<file path="src/rtl/bcd_run_ctrl_if.sv">
// Button inputs and BCD count outputs between the run controller and its neighbours.
interface bcd_run_ctrl_if;
  logic       btn_run;
  logic       btn_dir;
  logic       btn_clr;
  logic [3:0] dig_uni;
  logic [3:0] dig_dec;
  logic       running;
  logic       dir_down;
  logic       wrap;

  modport master (
    output btn_run, btn_dir, btn_clr,
    input  dig_uni, dig_dec, running, dir_down, wrap
  );

  modport slave (
    input  btn_run, btn_dir, btn_clr,
    output dig_uni, dig_dec, running, dir_down, wrap
  );
endinterface

</file>
<file path="src/rtl/bcd_run_ctrl.sv">
// Debounced run/dir/clear buttons driving a prescaled two-digit BCD up/down counter.
module bcd_run_ctrl #(
  parameter int unsigned TICK_DIV   = 1000,
  parameter int unsigned DEB_CYCLES = 16
) (
  input  logic           clk,
  input  logic           rst_n,
  bcd_run_ctrl_if.slave  bus
);

  localparam int unsigned PW = (TICK_DIV > 2)   ? $clog2(TICK_DIV)   : 1;
  localparam int unsigned DW = (DEB_CYCLES > 2) ? $clog2(DEB_CYCLES) : 1;

  typedef enum logic {STOP = 1'b0, RUN = 1'b1} state_t;

  // Button bit order: [0] run, [1] dir, [2] clear
  logic [2:0]    raw, s1, s2, deb, deb_q, press;
  logic [DW-1:0] dcnt [3];

  assign raw = {bus.btn_clr, bus.btn_dir, bus.btn_run};

  always_ff @(posedge clk or posedge rst_n) begin
    if (rst_n) begin
      s1    <= '0;
      s2    <= '0;
      deb   <= '0;
      deb_q <= '0;
      for (int unsigned i = 0; i < 3; i++) dcnt[i] <= '0;
    end else begin
      s1    <= raw;
      s2    <= s1;
      deb_q <= deb;
      for (int unsigned i = 0; i < 3; i++) begin
        if (s2[i] == deb[i]) begin
          dcnt[i] <= '0;
        end else if (dcnt[i] == DW'(DEB_CYCLES - 1)) begin
          deb[i]  <= s2[i];
          dcnt[i] <= '0;
        end else begin
          dcnt[i] <= dcnt[i] + DW'(1);
        end
      end
    end
  end

  assign press = deb & ~deb_q;

  state_t        state, state_n;
  logic [PW-1:0] pre, pre_n;
  logic [3:0]    uni, uni_n, dec, dec_n;
  logic          dir, dir_n, wrp, wrp_n;
  logic          step;

  always_ff @(posedge clk or posedge rst_n) begin
    if (rst_n) begin
      state <= STOP;
      pre   <= '0;
      uni   <= '0;
      dec   <= '0;
      dir   <= 1'b0;
      wrp   <= 1'b0;
    end else begin
      state <= state_n;
      pre   <= pre_n;
      uni   <= uni_n;
      dec   <= dec_n;
      dir   <= dir_n;
      wrp   <= wrp_n;
    end
  end

  assign step = (state == RUN) && (pre == PW'(TICK_DIV - 1));

  // Step uses pre-edge state/direction; later assignments give clear the final word.
  always_comb begin
    state_n = state;
    pre_n   = '0;
    uni_n   = uni;
    dec_n   = dec;
    dir_n   = dir;
    wrp_n   = 1'b0;

    if (state == RUN && !step) pre_n = pre + PW'(1);

    if (step) begin
      if (!dir) begin
        if (uni < 4'd9) begin
          uni_n = uni + 4'd1;
        end else begin
          uni_n = 4'd0;
          if (dec == 4'd9) begin
            dec_n = 4'd0;
            wrp_n = 1'b1;
          end else begin
            dec_n = dec + 4'd1;
          end
        end
      end else begin
        if (uni > 4'd0) begin
          uni_n = uni - 4'd1;
        end else begin
          uni_n = 4'd9;
          if (dec == 4'd0) begin
            dec_n = 4'd9;
            wrp_n = 1'b1;
          end else begin
            dec_n = dec - 4'd1;
          end
        end
      end
    end

    if (press[0]) begin
      state_n = (state == RUN) ? STOP : RUN;
      pre_n   = '0;
    end

    if (press[1]) dir_n = ~dir;

    if (press[2]) begin
      uni_n   = 4'd0;
      dec_n   = 4'd0;
      pre_n   = '0;
      state_n = STOP;
      wrp_n   = 1'b0;
    end
  end

  assign bus.dig_uni  = uni;
  assign bus.dig_dec  = dec;
  assign bus.running  = (state == RUN);
  assign bus.dir_down = dir;
  assign bus.wrap     = wrp;

endmodule

</file>
<file path="src/flat_wrapper.sv">
// flat-port wrapper written by rule: the top's interface ports become plain ports
module bcd_run_ctrl_flat 
#(
  parameter int unsigned TICK_DIV   = 1000,
  parameter int unsigned DEB_CYCLES = 16
)
  (clk, rst_n, bus_btn_run, bus_btn_dir, bus_btn_clr, bus_dig_uni, bus_dig_dec, bus_running, bus_dir_down, bus_wrap);
  bcd_run_ctrl_if bus_i ();
  input  logic clk;
  input  logic rst_n;
  input wire logic [$bits(bus_i.btn_run)-1:0] bus_btn_run;
  input wire logic [$bits(bus_i.btn_dir)-1:0] bus_btn_dir;
  input wire logic [$bits(bus_i.btn_clr)-1:0] bus_btn_clr;
  output wire logic [$bits(bus_i.dig_uni)-1:0] bus_dig_uni;
  output wire logic [$bits(bus_i.dig_dec)-1:0] bus_dig_dec;
  output wire logic [$bits(bus_i.running)-1:0] bus_running;
  output wire logic [$bits(bus_i.dir_down)-1:0] bus_dir_down;
  output wire logic [$bits(bus_i.wrap)-1:0] bus_wrap;
  assign bus_i.btn_run = bus_btn_run;
  assign bus_i.btn_dir = bus_btn_dir;
  assign bus_i.btn_clr = bus_btn_clr;
  assign bus_dig_uni = bus_i.dig_uni;
  assign bus_dig_dec = bus_i.dig_dec;
  assign bus_running = bus_i.running;
  assign bus_dir_down = bus_i.dir_down;
  assign bus_wrap = bus_i.wrap;
  bcd_run_ctrl #(.TICK_DIV(TICK_DIV), .DEB_CYCLES(DEB_CYCLES)) u_core (.clk(clk), .rst_n(rst_n), .bus(bus_i));
endmodule
</file>
<file path="config.mk">
export PLATFORM = sky130hd
export DESIGN_NAME = bcd_run_ctrl_flat
export DESIGN_NICKNAME = d
export VERILOG_FILES = /design/src/rtl/bcd_run_ctrl_if.sv /design/src/rtl/bcd_run_ctrl.sv /design/src/flat_wrapper.sv
export SDC_FILE = /design/constraint.sdc
export NUM_CORES = 1
export LEC_CHECK = 0
export CAP_MARGIN = 20
export CORE_AREA = 3 3 77 79
export DETAILED_ROUTE_END_ITERATION = 10
export DIE_AREA = 0 0 80 82
export PLACE_DENSITY = 0.61
export SLEW_MARGIN = 20
export SYNTH_ARGS = -nofsm -noshare
export SYNTH_HDL_FRONTEND = slang
export SYNTH_SLANG_ARGS = --single-unit
export TNS_END_PERCENT = 50
</file>
<file path="constraint.sdc">
create_clock -name clk -period 2.59 [get_ports clk]
set_clock_uncertainty 0.1 [all_clocks]
set_input_delay 0.3885 -clock clk [delete_from_list [all_inputs] [get_ports clk]]
set_output_delay 0.3885 -clock clk [all_outputs]
set_load 0.05 [all_outputs]
</file>
* After elaboration in Yosys (flattened, before gate mapping)
Index checks and enable logic that the tools add are counted.
** Operators by class
- Add/sub/neg operators :: 8
- Multipliers :: 0
- Divide/modulo/power cells :: 0
- $lt $le $gt $ge :: 2
- Eq/ne operators :: 10
- Shift operators :: 0
- Multiplexer cells :: 31
- Bitwise logic cells :: 6
- Reduce and logical (&&, ||, !) cells :: 10
** Operator list (count)
- two-way mux 4 bit :: 18
- two-way mux 10 bit :: 3
- adder 4 x 1 -> 4 bit, second input constant :: 5
- equality test 4 bit, second input constant :: 4
- adder 10 x 1 -> 10 bit, second input constant :: 1
- equality test 10 bit, second input constant :: 1
- two-way mux 1 bit :: 10
- subtractor 4 x 1 -> 4 bit, second input constant :: 2
- AND reduction 2 bit :: 3
- greater-than comparator 4 x 1 -> 1 bit, second input constant :: 1
- zero test 4 bit :: 1
- < comparator 4 bit, second input constant :: 1
- NOT 1 bit :: 4
- nonzero test 2 bit :: 2
- bitwise AND 3 bit :: 1
- equality test 1 bit :: 3
- != test 3 x 1 -> 1 bit, second input constant :: 1
- != test 3 x 2 -> 1 bit, second input constant :: 1
- NOT 3 bit :: 1
- AND reduction 3 bit :: 1
- logical AND 1 bit :: 2
- zero test 1 bit :: 1
** Word-level totals
- Register bits :: 45
- Latch bits :: 0
- RAM bits :: 0
- Bits in read-only memories :: 0
- Bits of input ports :: 5
- Logic and storage cells :: 82
- Memories :: 0

* Depth between registers and ports, before layout
Gate-level depths: netlist of run 1.
- Depth after elaboration :: 7
- Gate-level depth with buffers :: 6

* Least setup slack after synthesis of run 1
Ideal clock, no wire load.
- Kind :: register to register
- From :: register u_core.uni[0], in the netlist u_core.bus.dig_uni[0]
- To :: register u_core.dec[2], in the netlist u_core.bus.dig_dec[2]
- Library setup time :: 0.065 ns
- Data arrival time :: 1.970 ns
- Setup slack :: 0.455 ns
- Cell stages (with the launch flop) :: 7
- Buffers on the path :: 0
- Clock period less this slack :: 2.135 ns
- Cells stage by stage :: dfrtp_1 -> inv_1 -> ha_1 -> or4bb_1 -> o21a_1 -> a2111oi_2 -> o21ba_1
** On the way
- Longest elaborated chain between the ends :: 3
- Elaborated cells on any way between the ends :: 5
** RTL lines
- start, declared :: line bcd_run_ctrl.sv:50 : logic [3:0] uni, uni_n, dec, dec_n;
- start signal, assigned :: line bcd_run_ctrl.sv:65 : uni <= uni_n;
- < comparator 4 bit or greater-than comparator 4 x 1 -> 1 bit (tied branches) :: line bcd_run_ctrl.sv:87, bcd_run_ctrl.sv:99
- != test 3 x 1 -> 1 bit (no source line) or != test 3 x 2 -> 1 bit (tied branches)
- AND reduction 3 bit (no source line) (*)
- end signal, assigned :: line bcd_run_ctrl.sv:66 : dec <= dec_n;
- end, declared :: line bcd_run_ctrl.sv:50
Mark *: on every way between the ends. The rest lies on a longest branch, timed or not.
A chain may end at the register's enable or synchronous reset.

* Worst setup path in the final report of run 1
- From :: register u_core.dir, in the netlist u_core.bus.dir_down
- To :: output bus_dir_down
** RTL lines
- start, declared :: line bcd_run_ctrl.sv:51 : logic dir, dir_n, wrp, wrp_n;
- start signal, assigned :: line bcd_run_ctrl.sv:67 : dir <= dir_n;
- end, declared :: line flat_wrapper.sv:17 : output wire logic [$bits(bus_i.dir_down)-1:0] bus_dir_down;
No word-level cell between the ends.

==> run summary, run 1 <==
Prevailing post-synth register cell -> dfrtp_1
Detail Route Antenna Nets -> 0
Synth Cell Area -> 2360 um2
Postcts setup bufs -> 0
Req. time, crit path -> 2.10 ns
Row count -> 27
Peak supply drop -> 344 uV
Flop pwr share -> 60.6%
# diodes -> 0
Rel. slew slack -> 54.7%
WP data arrival -> 1.83 ns
Distinct cells, synth -> 54
IO Pins -> 16
Vias -> 1636
Root Driver -> clkbuf_8
Pwr Total -> 1210 uW
CTS tree -> built
Top sig layer -> met4
Setup-failing EPs final -> 0
#FFs+latches synth -> 45
Initial DRC count -> 100
Total core area -> 5410 um2
Ys Warns -> 0
Total GRT Usage -> 14.4%
Static leakage -> 0.00110 uW
Met2 WL -> 1.98 mm
WL/cell -> 13.0 um
FF-to-FF path depth -> 6
Hold Path Depth -> 0
Critical path's largest stage delay -> 0.90 ns
Final min period -> 2.31 ns
RSZ-0062 raised after global routing -> no
Syn_area_per_cell -> 10.5 um2
Pre-CTS setup slack -> 0.526 ns
First-pass GRT wire length -> 7.38 mm
Share of post-route cells with drive strength above 1 -> 10.2%
Final WL -> 4.11 mm
Sequential cell area -> 1130 um2
DIE HEIGHT -> 82 um
Asr flop ratio synth -> 100%
Worst skew pair latency -> 0.29 ns
CTS resizes -> 0
Slew Limit Fails -> 0
Post-synth EDFFs -> 0
Fin crit share -> 89.4%
Outcome -> complete, no violations
Post-synthesis sequential area ratio -> 47.8%
Die width -> 80 um
Cell Int Power -> 932 uW
Worst-path fanout max -> 15
Logic gate share of total power -> 5.0%
Fill count -> 505
Peak Freq -> 432 MHz
CP bufs+invs -> 1
Post-Synthesis Cells -> 225
CP cell instances -> clkdlybuf4s50_1
Multi-input gate area -> 1140 um2
Initial antenna violation count -> 0
Fin worst setup slack -> 0.275 ns
Drt pass-1 iters -> 4
Critical Path Start Type -> register
Met3 routed WL -> 109 um
Total Die Area -> 6560 um2
Final nets -> 259
Setup TNS -> 0 ns
Synth Net Count -> 241
Final hold vios -> 0
H-Tree Depth -> 2
Sw frac -> 23.1%
Largest net degree at the start of global routing -> 21
Port Buffers -> 15
CTS Sinks -> 45
Fin util -> 49.3%
Crit. End Element -> output pin
Max Cap Violations -> 0
Power per cell area -> 455 nW/um2
Total grt overflow -> 0
Largest delay share family, worst path -> buffers and inverters
DP HPWL -> 2.96 mm
P_sw -> 281 uW
DRC viols -> 0
Clock power share -> 34.4%
HP Class -> reg2reg
Global placer's final weighted congestion -> 0.825
CTS buffer count -> 5
Via density -> 5.18
M1 WL -> 1.96 mm
CTS clk-pin slew, worst paths -> 0.08 ns
Clk buf depth -> 2
Worst Max-Slew Pin Slew -> 0.676 ns
# hold bufs at CTS -> 0
Critical Path Stages -> 1
Vias in the first global route -> 1622
Starting density of the core -> 43.6%
CP Class -> reg2out
Area Overhead vs Synth -> 13.0%
Slowest stage cell, crit path -> clkdlybuf4s50_1
## cells by family (layout without fill, tap and decap cells)
logic type / count (synthesis) / after routing / share of synthesized area, %
and+or+nand+nor: 78 / 78 / 20.8
AOI/OAI and AO/OA: 50 / 50 / 13.7
DFF: 45 / 45 / 47.8
buffers and inverters: 20 / 39 / 3.72
xor gates and xnor gates: 16 / 16 / 5.95
adders and majority gates: 11 / 11 / 5.84
muxes: 5 / 5 / 2.28
## layout make-up
type,instances,area share [%]
clock inverter,3,0.658
timing repair buffer,17,6.20
multi-input combinational,160,42.9
inverter,14,1.97
clock buffer,5,2.58
sequential,45,42.3
tap,72,3.38
## flip-flops by register name, indices dropped and copies added (netlist names)
signal and flops:
u_core.bus.wrap 1, u_core.bus.dig_dec 4, u_core.s2 3, u_core.bus.running 1, u_core.bus.dir_down 1, u_core.deb 3
u_core.s1 3, u_core.pre 10, u_core.dcnt 12, u_core.deb_q 3, u_core.bus.dig_uni 4
## power by group through the flow
| stage | Combinational [uW] | Sequential, uW | Clock (uW) |
|---|---|---|---|
| 4_1_cts | 63.2 | 735 | 437 |
| 3_5_place_dp | 62.5 | 749 | 0 |
| 6_report | 60.6 | 735 | 417 |
| 2_1_floorplan | 41.5 | 747 | 0 |
| 3_3_place_gp | 62.1 | 748 | 0 |
| 5_1_grt | 72.6 | 738 | 466 |
## layout by cell type (no fill, tap or decap), types with 3 or more instances in the layout
cell and instances:
nor3b_1 3, nor2_1 19, inv_1 12, ha_1 11, clkdlybuf4s50_1 15, o21ai_0 9, nand4b_1 4, a211oi_1 6
clkbuf_8 5, nor3_1 5, a21oi_1 17, nand2_1 7, nand3_1 6, dfrtp_1 45, nor2b_1 7, xnor2_1 14
a31oi_1 4, mux2_2 3
## worst paths after layout
kind / end / from / slack (ns)
setup / recovery: bus_dir_down / u_core.bus.dir_down / 0.28
hold / removal: u_core.s2[2] / u_core.s1[2] / 0.26
setup reg to reg: u_core.bus.dig_dec[3] / u_core.bus.dig_uni[0] / 0.54
hold reg to reg: u_core.s2[2] / u_core.s1[2] / 0.26
max in group asynchronous: u_core.deb[0] / rst_n / 1.51
min in group asynchronous: u_core.s1[2] / rst_n / 0.31
## through the flow
step / hold slack, ns / cells / instance area, um2
2_1_floorplan: 0.231 / 225 / 2360
3_3_place_gp: 0.233 / 308 / 2580
3_5_place_dp: 0.240 / 308 / 2580
4_1_cts: 0.259 / 316 / 2660
5_1_grt: 0.269 / 316 / 2660
6_report: 0.257 / 316 / 2660
## per-layer routing
layer	GRT usage [%]	vias to the layer above
li1	-	833
met1	18.0	781
met2	24.3	16
met3	3.29	6
met4	5.24	0
met5	0	-
## Yosys cell counts, types with 3 or more instances
| cell type | count | share of area [%] |
|---|---|---|
| a31oi_1 | 4 | 1.1 |
| inv_1 | 13 | 2.1 |
| a211oi_1 | 6 | 1.9 |
| nor3_1 | 5 | 1.1 |
| nand3_1 | 6 | 1.3 |
| nor2_1 | 19 | 3.0 |
| o21ai_0 | 9 | 1.9 |
| nand4b_1 | 4 | 1.5 |
| dfrtp_1 | 45 | 48 |
| xnor2_1 | 14 | 5.2 |
| ha_1 | 11 | 5.8 |
| a21oi_1 | 17 | 3.6 |
| nor2b_1 | 7 | 1.9 |
| nor3b_1 | 3 | 0.96 |
| nand2_1 | 7 | 1.1 |
| clkbuf_1 | 3 | 0.48 |
| mux2_2 | 3 | 1.4 |
Power figures use the tool's default switching activity.
==> run 2, diff against run 1 <==
--- a/config.mk
+++ b/config.mk
@@ -5,11 +5,11 @@
 export SDC_FILE = /design/constraint.sdc
 export NUM_CORES = 1
 export LEC_CHECK = 0
+export ABC_AREA = 1
 export CAP_MARGIN = 20
-export CORE_AREA = 3 3 77 79
+export CORE_AREA = 3 3 75 77
 export DETAILED_ROUTE_END_ITERATION = 10
-export DIE_AREA = 0 0 80 82
-export PLACE_DENSITY = 0.61
+export DIE_AREA = 0 0 78 80
 export SLEW_MARGIN = 20
 export SYNTH_ARGS = -nofsm -noshare
 export SYNTH_HDL_FRONTEND = slang
==> run summary, run 2 <==
Outcome -> complete, no violations (unchanged)
Post-synth EDFFs -> 0 (unchanged)
Distinct cells, synth -> 26 (was 54)
Biggest regs -> u_core.dcnt: 12 flops, u_core.pre: 10 flops (unchanged)
CP cell instances -> clkdlybuf4s50_1 (unchanged)
CTS buffer count -> 5 (unchanged)
CTS tree -> built (unchanged)
Fin crit share -> 81.8% (was 89.4%)
Die width -> 78 um (was 80 um)
Postcts setup bufs -> 0 (unchanged)
Root Driver -> clkbuf_8 (unchanged)
Post-Synthesis Cells -> 242 (was 225)
DRC viols -> 0 (unchanged)
Fin util -> 49.7% (was 49.3%)
Ys Warns -> 0 (unchanged)
Port Buffers -> 15 (unchanged)
DP HPWL -> 2.67 mm (was 2.96 mm)
RSZ-0062 raised after global routing -> no (unchanged)
Total GRT Usage -> 13.5% (was 14.4%)
#FFs+latches synth -> 45 (unchanged)
Total grt overflow -> 0 (unchanged)
Syn_area_per_cell -> 9.18 um2 (was 10.5 um2)
# hold bufs at CTS -> 0 (unchanged)
Most common cell in the synthesized netlist -> dfrtp_1 (unchanged)
Drt pass-1 iters -> 4 (unchanged)
CTS resizes -> 0 (unchanged)
Power per cell area -> 470 nW/um2 (was 455 nW/um2)
Most frequent cells in the layout -> 45 x dfrtp_1, 42 x nand2_1, 30 x nor2_1, 27 x nand3_1, 22 x inv_1 (was 45 x dfrtp_1, 19 x nor2_1, 17 x a21oi_1, 15 x clkdlybuf4s50_1, 14 x xnor2_1)
Max FFs per register -> 12 (unchanged)
Final nets -> 279 (was 259)
# diodes -> 0 (unchanged)
Initial antenna violation count -> 0 (unchanged)
Pwr Total -> 1190 uW (was 1210 uW)
Initial DRC count -> 97 (was 100)
Static leakage -> 0.00121 uW (was 0.00110 uW)
Slowest stage cell, crit path -> clkdlybuf4s50_1 (unchanged)
CP Class -> reg2out (unchanged)
Via density -> 4.73 (was 5.18)
Area post-placement -> 2450 um2 (was 2580 um2)
Asr flop ratio synth -> 100% (unchanged)
Final min period -> 2.12 ns (was 2.31 ns)
Leading area contributor after synthesis -> dfrtp_1 (unchanged)
Largest delay share family, worst path -> buffers and inverters (unchanged)
Slew Limit Fails -> 0 (unchanged)
Fill count -> 495 (was 505)
Peak supply drop -> 288 uV (was 344 uV)
Area contributors post-synth -> dfrtp_1 51%, nand2_1 7.1%, ha_1 6.2%, nand3_1 6.1%, nor2_1 5.1% (was dfrtp_1 48%, ha_1 5.8%, xnor2_1 5.2%, a21oi_1 3.6%, nor2_1 3.0%)
Max Cap Violations -> 0 (unchanged)
Sequential cell area -> 1130 um2 (unchanged)
Post-synthesis sequential area ratio -> 50.7% (was 47.8%)
Peak Freq -> 472 MHz (was 432 MHz)
Critical Path Start Type -> register (unchanged)
Multi-input gate area -> 970 um2 (was 1140 um2)
Crit. End Element -> output pin (unchanged)
Starting density of the core -> 43.8% (was 43.6%)
Synth top cells by count -> 45 x dfrtp_1, 42 x nand2_1, 30 x nor2_1 (was 45 x dfrtp_1, 19 x nor2_1, 17 x a21oi_1)
WP data arrival -> 1.63 ns (was 1.83 ns)
Critical path's largest stage delay -> 0.86 ns (was 0.90 ns)
Vias -> 1571 (was 1636)
Most common cell after layout, fill and taps aside -> dfrtp_1 (unchanged)
CTS clk-pin slew, worst paths -> 0.08 ns (about the same)
Total Die Area -> 6240 um2 (was 6560 um2)
Row count -> 26 (was 27)
Clk buf depth -> 2 (unchanged)
Largest net degree at the start of global routing -> 46 (was 21)
Setup-failing EPs final -> 0 (unchanged)
DIE HEIGHT -> 80 um (was 82 um)
Worst skew pair latency -> 0.29 ns (about the same)
HP Class -> reg2reg (unchanged)
CP bufs+invs -> 1 (unchanged)
Synth Cell Area -> 2220 um2 (was 2360 um2)
H-Tree Depth -> 2 (unchanged)
Top reg by flops -> u_core.dcnt (unchanged)
Global placer's final weighted congestion -> 0.869 (was 0.825)
Worst-path fanout max -> 8 (was 15)
CTS Sinks -> 45 (unchanged)
Final hold vios -> 0 (unchanged)
Total core area -> 5070 um2 (was 5410 um2)
Detail Route Antenna Nets -> 0 (unchanged)
Final hold slack -> 0.248 ns (was 0.257 ns)
Synth Net Count -> 258 (was 241)
Top cell type's share of synthesized area -> 50.7% (was 47.8%)
Final WL -> 3.65 mm (was 4.11 mm)
Share of post-route cells with drive strength above 1 -> 10.3% (was 10.2%)
Req. time, crit path -> 2.10 ns (about the same)
Setup TNS -> 0 ns (unchanged)
Finished Cell Area -> 2520 um2 (was 2660 um2)
IO Pins -> 16 (unchanged)
Worst Max-Slew Pin Slew -> 0.552 ns (was 0.676 ns)
Rel. slew slack -> 63.2% (was 54.7%)
WL/cell -> 11.0 um (was 13.0 um)
Prevailing post-synth register cell -> dfrtp_1 (unchanged)
Area Overhead vs Synth -> 13.6% (was 13.0%)
Vias in the first global route -> 1530 (was 1622)
First-pass GRT wire length -> 6.64 mm (was 7.38 mm)
[run 2: cell types whose count changed after synthesis, moves of 5 or more]
cell	delta
nand2_1	+35
nand3_1	+21
a21oi_1	-11
nor2_1	+11
inv_1	+10
nor2b_1	-7
xnor2_1	-7
xor2_1	+7
a211oi_1	-6
inv_2	+5
[run 2: final timing paths]
path                                       start                     to  slack [ns]  depth (start not counted)
max in group asynchronous                  rst_n         u_core.dcnt[0]        1.56                          3
max reg2reg                u_core.bus.dig_uni[0]  u_core.bus.dig_dec[0]        0.93                          9
min                                 u_core.s1[2]           u_core.s2[2]        0.25                          0
min reg2reg                         u_core.s1[2]           u_core.s2[2]        0.25                          0
min in group asynchronous                  rst_n         u_core.dcnt[9]        0.43                          3
max                        u_core.bus.dig_dec[2]         bus_dig_dec[2]        0.47                          1
[run 2: logic make-up after synthesis]
group,after synthesis,share of synthesized area (%)
xor+xnor,16,6.31
flops,45,50.7
mux,1,0.507
fa+ha+maj,11,6.20
simple gates,121,26.6
compound gates,17,4.06
buf+inv,31,5.63
[run 2: power by group]
part | internal (uW) | switching [uW] | leakage [uW]
Combinational | 24.6 | 39.0 | 0.000559
Sequential | 720 | 12.8 | 0.000607
Clock | 178 | 212 | 0.0000399
Total | 922 | 264 | 0.00121
[run 2: layout make-up]
cell class | count | share of cell area [%]
clock buffer | 5 | 2.73
clock inverter | 1 | 0.198
inverter | 29 | 4.31
timing repair buffer | 16 | 6.25
multi-input combinational | 166 | 38.4
sequential | 45 | 44.6
tap | 70 | 3.47
[run 2: per-layer routing]
layer | up-vias | track usage (%) | wire (um)
met5 | - | 0 | 0
met4 | 0 | 5.24 | 64
met3 | 6 | 3.72 | 142
met2 | 21 | 20.4 | 1600
met1 | 727 | 18.3 | 1840
li1 | 817 | - | -
[run 2: stage by stage]
step,worst slack (ns),cells
after floorplan,0.706,242
after global placement,0.799,326
after detailed placement,0.783,326
after CTS,0.439,332
after global routing,0.392,332
final,0.471,332
